===== config.mk =====
export PLATFORM = sky130hd
export DESIGN_NAME = alu_issue_ctrl
export DESIGN_NICKNAME = d
export VERILOG_FILES = /design/src/rtl/alu_issue_ctrl.sv
export SDC_FILE = /design/constraint.sdc
export NUM_CORES = 1
export LEC_CHECK = 0
export BUFFER_PORTS_ARGS = -buffer_cell sky130_fd_sc_hd__buf_2
export CAP_MARGIN = 20
export CELL_PAD_IN_SITES_DETAIL_PLACEMENT = 1
export CELL_PAD_IN_SITES_GLOBAL_PLACEMENT = 2
export CORE_MARGIN = 1.5
export CORE_UTILIZATION = 32
export CTS_BUF_LIST = sky130_fd_sc_hd__clkbuf_8 sky130_fd_sc_hd__clkbuf_16
export DETAILED_ROUTE_END_ITERATION = 6
export PLACE_DENSITY_LB_ADDON = 0.3
export SLEW_MARGIN = 15
export SYNTH_ARGS = -nofsm -noshare
export SYNTH_HDL_FRONTEND = slang
export SYNTH_SLANG_ARGS = --single-unit

===== constraint.sdc =====
create_clock -name clk -period 8.37 [get_ports clk]
set_input_delay 1.2555 -clock clk [delete_from_list [all_inputs] [get_ports clk]]
set_output_delay 1.2555 -clock clk [all_outputs]
set_load 0.01 [all_outputs]

===== src/rtl/alu_issue_ctrl.sv =====
// alu_issue_ctrl: issues one add/sub request to an external ALU, holds it LAT cycles, then holds the response until consumed
// Ports: clk, rst (async active-high); req_valid/req_ready/req_a/req_b/req_op request side;
//        alu_in1/alu_in2/alu_aluop to the ALU, alu_out/alu_zeroflag from it;
//        rsp_valid/rsp_ready/rsp_result/rsp_zero response side; busy (not IDLE); op_count (completed responses, wraps).
// Option: define ALU_ISSUE_SELFCHECK_EN to add rsp_mismatch, high in RESP when the captured ALU result or flag is wrong.
module alu_issue_ctrl #(
  parameter int LAT   = 1,
  parameter int WIDTH = 32
) (
  input  logic             clk,
  input  logic             rst,
  input  logic             req_valid,
  output logic             req_ready,
  input  logic [WIDTH-1:0] req_a,
  input  logic [WIDTH-1:0] req_b,
  input  logic             req_op,
  output logic [WIDTH-1:0] alu_in1,
  output logic [WIDTH-1:0] alu_in2,
  output logic             alu_aluop,
  input  logic [WIDTH-1:0] alu_out,
  input  logic             alu_zeroflag,
  output logic             rsp_valid,
  input  logic             rsp_ready,
  output logic [WIDTH-1:0] rsp_result,
  output logic             rsp_zero,
  output logic             busy,
  output logic [15:0]      op_count
`ifdef ALU_ISSUE_SELFCHECK_EN
  ,
  output logic             rsp_mismatch
`endif
);
  typedef enum logic [1:0] {S_IDLE, S_DRIVE, S_RESP} state_t;
  localparam logic [3:0] LOAD = 4'(LAT - 1);
  state_t           r_state, w_next;
  logic [3:0]       r_wait;
  logic [WIDTH-1:0] r_in1, r_in2, r_result;
  logic             r_op, r_zero;
  logic [15:0]      r_op_count;
  logic             w_accept, w_capture, w_consume;
  assign w_accept  = req_valid && r_state == S_IDLE;
  assign w_capture = r_state == S_DRIVE && r_wait == 4'd0;
  assign w_consume = r_state == S_RESP && rsp_ready;
  always_ff @(posedge clk or posedge rst)
    if (rst) r_state <= S_IDLE;
    else r_state <= w_next;
  always_comb
    w_next = w_accept ? S_DRIVE : w_capture ? S_RESP : w_consume ? S_IDLE : r_state;
  always_comb begin
    req_ready = r_state == S_IDLE;
    rsp_valid = r_state == S_RESP;
    busy      = r_state != S_IDLE;
  end
  always_ff @(posedge clk or posedge rst)
    if (rst) begin
      r_in1      <= '0;
      r_in2      <= '0;
      r_op       <= 1'b0;
      r_wait     <= 4'd0;
      r_result   <= '0;
      r_zero     <= 1'b0;
      r_op_count <= 16'd0;
    end else begin
      if (w_accept) begin
        r_in1  <= req_a;
        r_in2  <= req_b;
        r_op   <= req_op;
        r_wait <= LOAD;
      end else if (r_state == S_DRIVE && r_wait != 4'd0) r_wait <= r_wait - 4'd1;
      if (w_capture) begin
        r_result <= alu_out;
        r_zero   <= alu_zeroflag;
      end
      if (w_consume) r_op_count <= r_op_count + 16'd1;
    end
  assign alu_in1    = r_in1;
  assign alu_in2    = r_in2;
  assign alu_aluop  = r_op;
  assign rsp_result = r_result;
  assign rsp_zero   = r_zero;
  assign op_count   = r_op_count;
`ifdef ALU_ISSUE_SELFCHECK_EN
  logic             r_mismatch;
  logic [WIDTH-1:0] w_expect;
  assign w_expect = r_op ? r_in1 - r_in2 : r_in1 + r_in2;
  always_ff @(posedge clk or posedge rst)
    if (rst) r_mismatch <= 1'b0;
    else if (w_capture) r_mismatch <= alu_out != w_expect || alu_zeroflag != (r_in1 == r_in2);
    else if (w_consume) r_mismatch <= 1'b0;
  assign rsp_mismatch = r_mismatch;
`endif
endmodule


==> flow_metrics.env <==
export IMPL_fin_util_pct=45.2
export IMPL_grt_overflow=0
export IMPL_ys_ff_latch=120
export IMPL_dpl_hpwl_um=8060
export IMPL_cp_arrival_ns=1.20
export IMPL_antenna_found_initial=0
export IMPL_die_area_mm2=0.0156
export IMPL_initial_core_util_pct=32.7
export IMPL_holdBufCountCts=0
export IMPL_nets=631
export IMPL_tns_ns=0
export IMPL_viasPerCell=4.45
export IMPL_syn_inst=299
export IMPL_rsz0062_at_grt="false"
export IMPL_area_growth_pct=38.1
export IMPL_cts_root_buf="clkbuf_16"
export IMPL_clockBufferDepth=2
export IMPL_post_cts_resize_count=0
export IMPL_critPathRequiredTime_ns=7.11
export IMPL_synth_top_area_share_pct=63.1
export IMPL_gp_routability_congestion=0.732
export IMPL_post_cts_buffers=0
export IMPL_h_tree_depth=4
export IMPL_drive_above_1_share_pct=65.6
export IMPL_p_leak_uw=0.00330
export IMPL_yosysSeqAreaShare_pct=63.1
export IMPL_core_mm2=0.0145
export IMPL_num_fill_cells=1594
export IMPL_worstHoldPathType="register to register"
export IMPL_grt_start_max_net_pins=81
export IMPL_crit_slowest_cell="dfrtp_1"
export IMPL_max_freq_mhz=407
export IMPL_cts_tree="built"
export IMPL_final_area_mm2=0.00658
export IMPL_die_x_um=125
export IMPL_pre_cts_slack_ns=5.50
export IMPL_via_count=3220
export IMPL_setup_violations_final=0
export IMPL_worst_clock_skew_ns=0.0100
export IMPL_p_per_area_mw_per_mm2=397
export IMPL_gr_usage_all_layers_pct=15.3
export IMPL_setup_slack_ns=5.92
export IMPL_r2r_cells=3
export IMPL_drc=0
export IMPL_ir_drop_mv=0.167
export IMPL_mappedNetlistNets=403
export IMPL_critical_path_class="register to output pin"
export IMPL_crit_chain="nor2b_1 > buf_2"
export IMPL_cp_end_kind="output pin"
export IMPL_cts_sinks=120
export IMPL_synth_area_top_cells="dfrtp_1 63%, mux2_2 21%, buf_6 2.6%, mux2_4 2.2%, xnor2_1 2.0%"
export IMPL_dieHeight_um=125
export IMPL_grt_pass1_wl_um=18600
export IMPL_io_buffers=218
export IMPL_diodes=0
export IMPL_hold_violations=0
export IMPL_ys_warn_count=0
export IMPL_layout_min_cycle_time_ns=2.45
export IMPL_std_cell_rows=44
export IMPL_cap_viol_max_count=0
export IMPL_period_share_pct=29.3
export IMPL_wire_per_inst_um=15.5
export IMPL_syn_avg_cell_area_um2=15.9
export IMPL_clkLatencyLatePin_ns=0.41
export IMPL_holdPathStages=1
export IMPL_slowest_delay_ns=0.45
export IMPL_netlist_area_mm2=0.00476
export IMPL_grt_pass1_vias=3535
export IMPL_whs_ns=0.471
export IMPL_mostFrequentLayoutCell="buf_2"
export IMPL_wl_um=11200
export IMPL_mostFrequentLayoutCells="218 x buf_2, 120 x dfrtp_1, 90 x mux2_2"
export IMPL_final_max_slew_violation_count=0
export IMPL_worstMarginPinSlew_ns=0.986
export IMPL_ant_nets=0
export IMPL_status="completed"
export IMPL_cp_max_fo=5
export IMPL_ios=219
export IMPL_clk_pin_slew_ns=0.05
export IMPL_maxSlewHeadroom_pct=34.2
export IMPL_cts_buffers=17
export IMPL_first_iter_violations=93
export IMPL_post_dp_cell_area_mm2=0.00597
export IMPL_yosys_area_top_type="dfrtp_1"
export IMPL_startpoint_type="register"
export IMPL_synth_distinct_cells=29
export IMPL_drtPass1Iterations=4
## logic make-up after synthesis
| logic type | after synthesis | synth area share (%) |
|---|---|---|
| compound gates | 1 | 0.158 |
| xor+xnor | 18 | 3.31 |
| fa+ha+maj | 2 | 0.526 |
| buf+inv | 16 | 3.00 |
| flops | 120 | 63.1 |
| mux | 100 | 24.2 |
| simple gates | 42 | 5.70 |
## sequential cells by signal, summed over array words and instances (netlist names)
signal	count
alu_aluop	1
alu_in1	32
alu_in2	32
op_count	16
r_state	2
r_wait	4
rsp_result	32
rsp_zero	1
## synth_stat cells
cell type  count
and2_1         1
mux2_2        90
nor4_4         1
mux2_1         3
dfrtp_1      120
and3b_1        1
nor2_1         8
xor2_1         7
nor3b_4        1
nand2_4        1
nor2_2         1
nand3b_4       1
nor2b_4        1
nor2b_1        1
nor3_1         3
nand3_1        7
a21o_1         1
xnor2_1       11
buf_6         11
mux2_4         7
nand2_1        8
inv_1          5
and3_1         2
nand3b_1       1
ha_1           2
and4_1         1
and2b_1        1
nand4_1        1
or2_1          1
## power breakdown
| part | switching (uW) | total (uW) | internal, uW |
|---|---|---|---|
| Combinational | 419 | 903 | 484 |
| Sequential | 142 | 993 | 851 |
| Clock | 247 | 711 | 464 |
## through the flow
stage	instances	total power, uW
5_1_grt	724	2780
6_report	724	2610
4_1_cts	723	2660
2_1_floorplan	299	1560
3_5_place_dp	691	1930
3_3_place_gp	691	1890
## final cells by class
type                    count  area, um2  area share, %
well taps                 184        230           3.50
clock inverters            11        105           1.60
repair buffers            220       1120           17.0
clock buffers              21        480           7.31
multi-input cells         163       1620           24.6
inverters                   5       21.3          0.324
flip-flops and latches    120       3000           45.7
## per-layer routing
metal | routed length, um | GRT usage, % | up-vias | part of all wire, %
met3 | 678 | 5.22 | 12 | 6.0
met1 | 4490 | 17.5 | 1602 | 40
met2 | 5920 | 26.3 | 119 | 53
met4 | 152 | 6.22 | 0 | 1.4
met5 | 0 | 0 | - | 0
li1 | - | - | 1487 | -
## worst max-delay path: cells and delay by family, from the launching register on
family                 cells  cell delay, ns
buffers and inverters      1            0.16
DFF                        1            0.45
and+or+nand+nor            1            0.19
## path summary, 6_finish.rpt
check	start	endpoint	slack (ns)
worst max-delay path	r_state[1]	rsp_valid	5.92
worst min-delay path	op_count[15]	op_count[15]	0.47
worst max register to register	r_state[1]	alu_in1[7]	6.35
worst min register to register	op_count[15]	op_count[15]	0.47
max in group asynchronous	rst	alu_in1[28]	6.32
min in group asynchronous	rst	alu_in2[30]	0.89
Note: power is estimated with default switching activity, not from simulation.
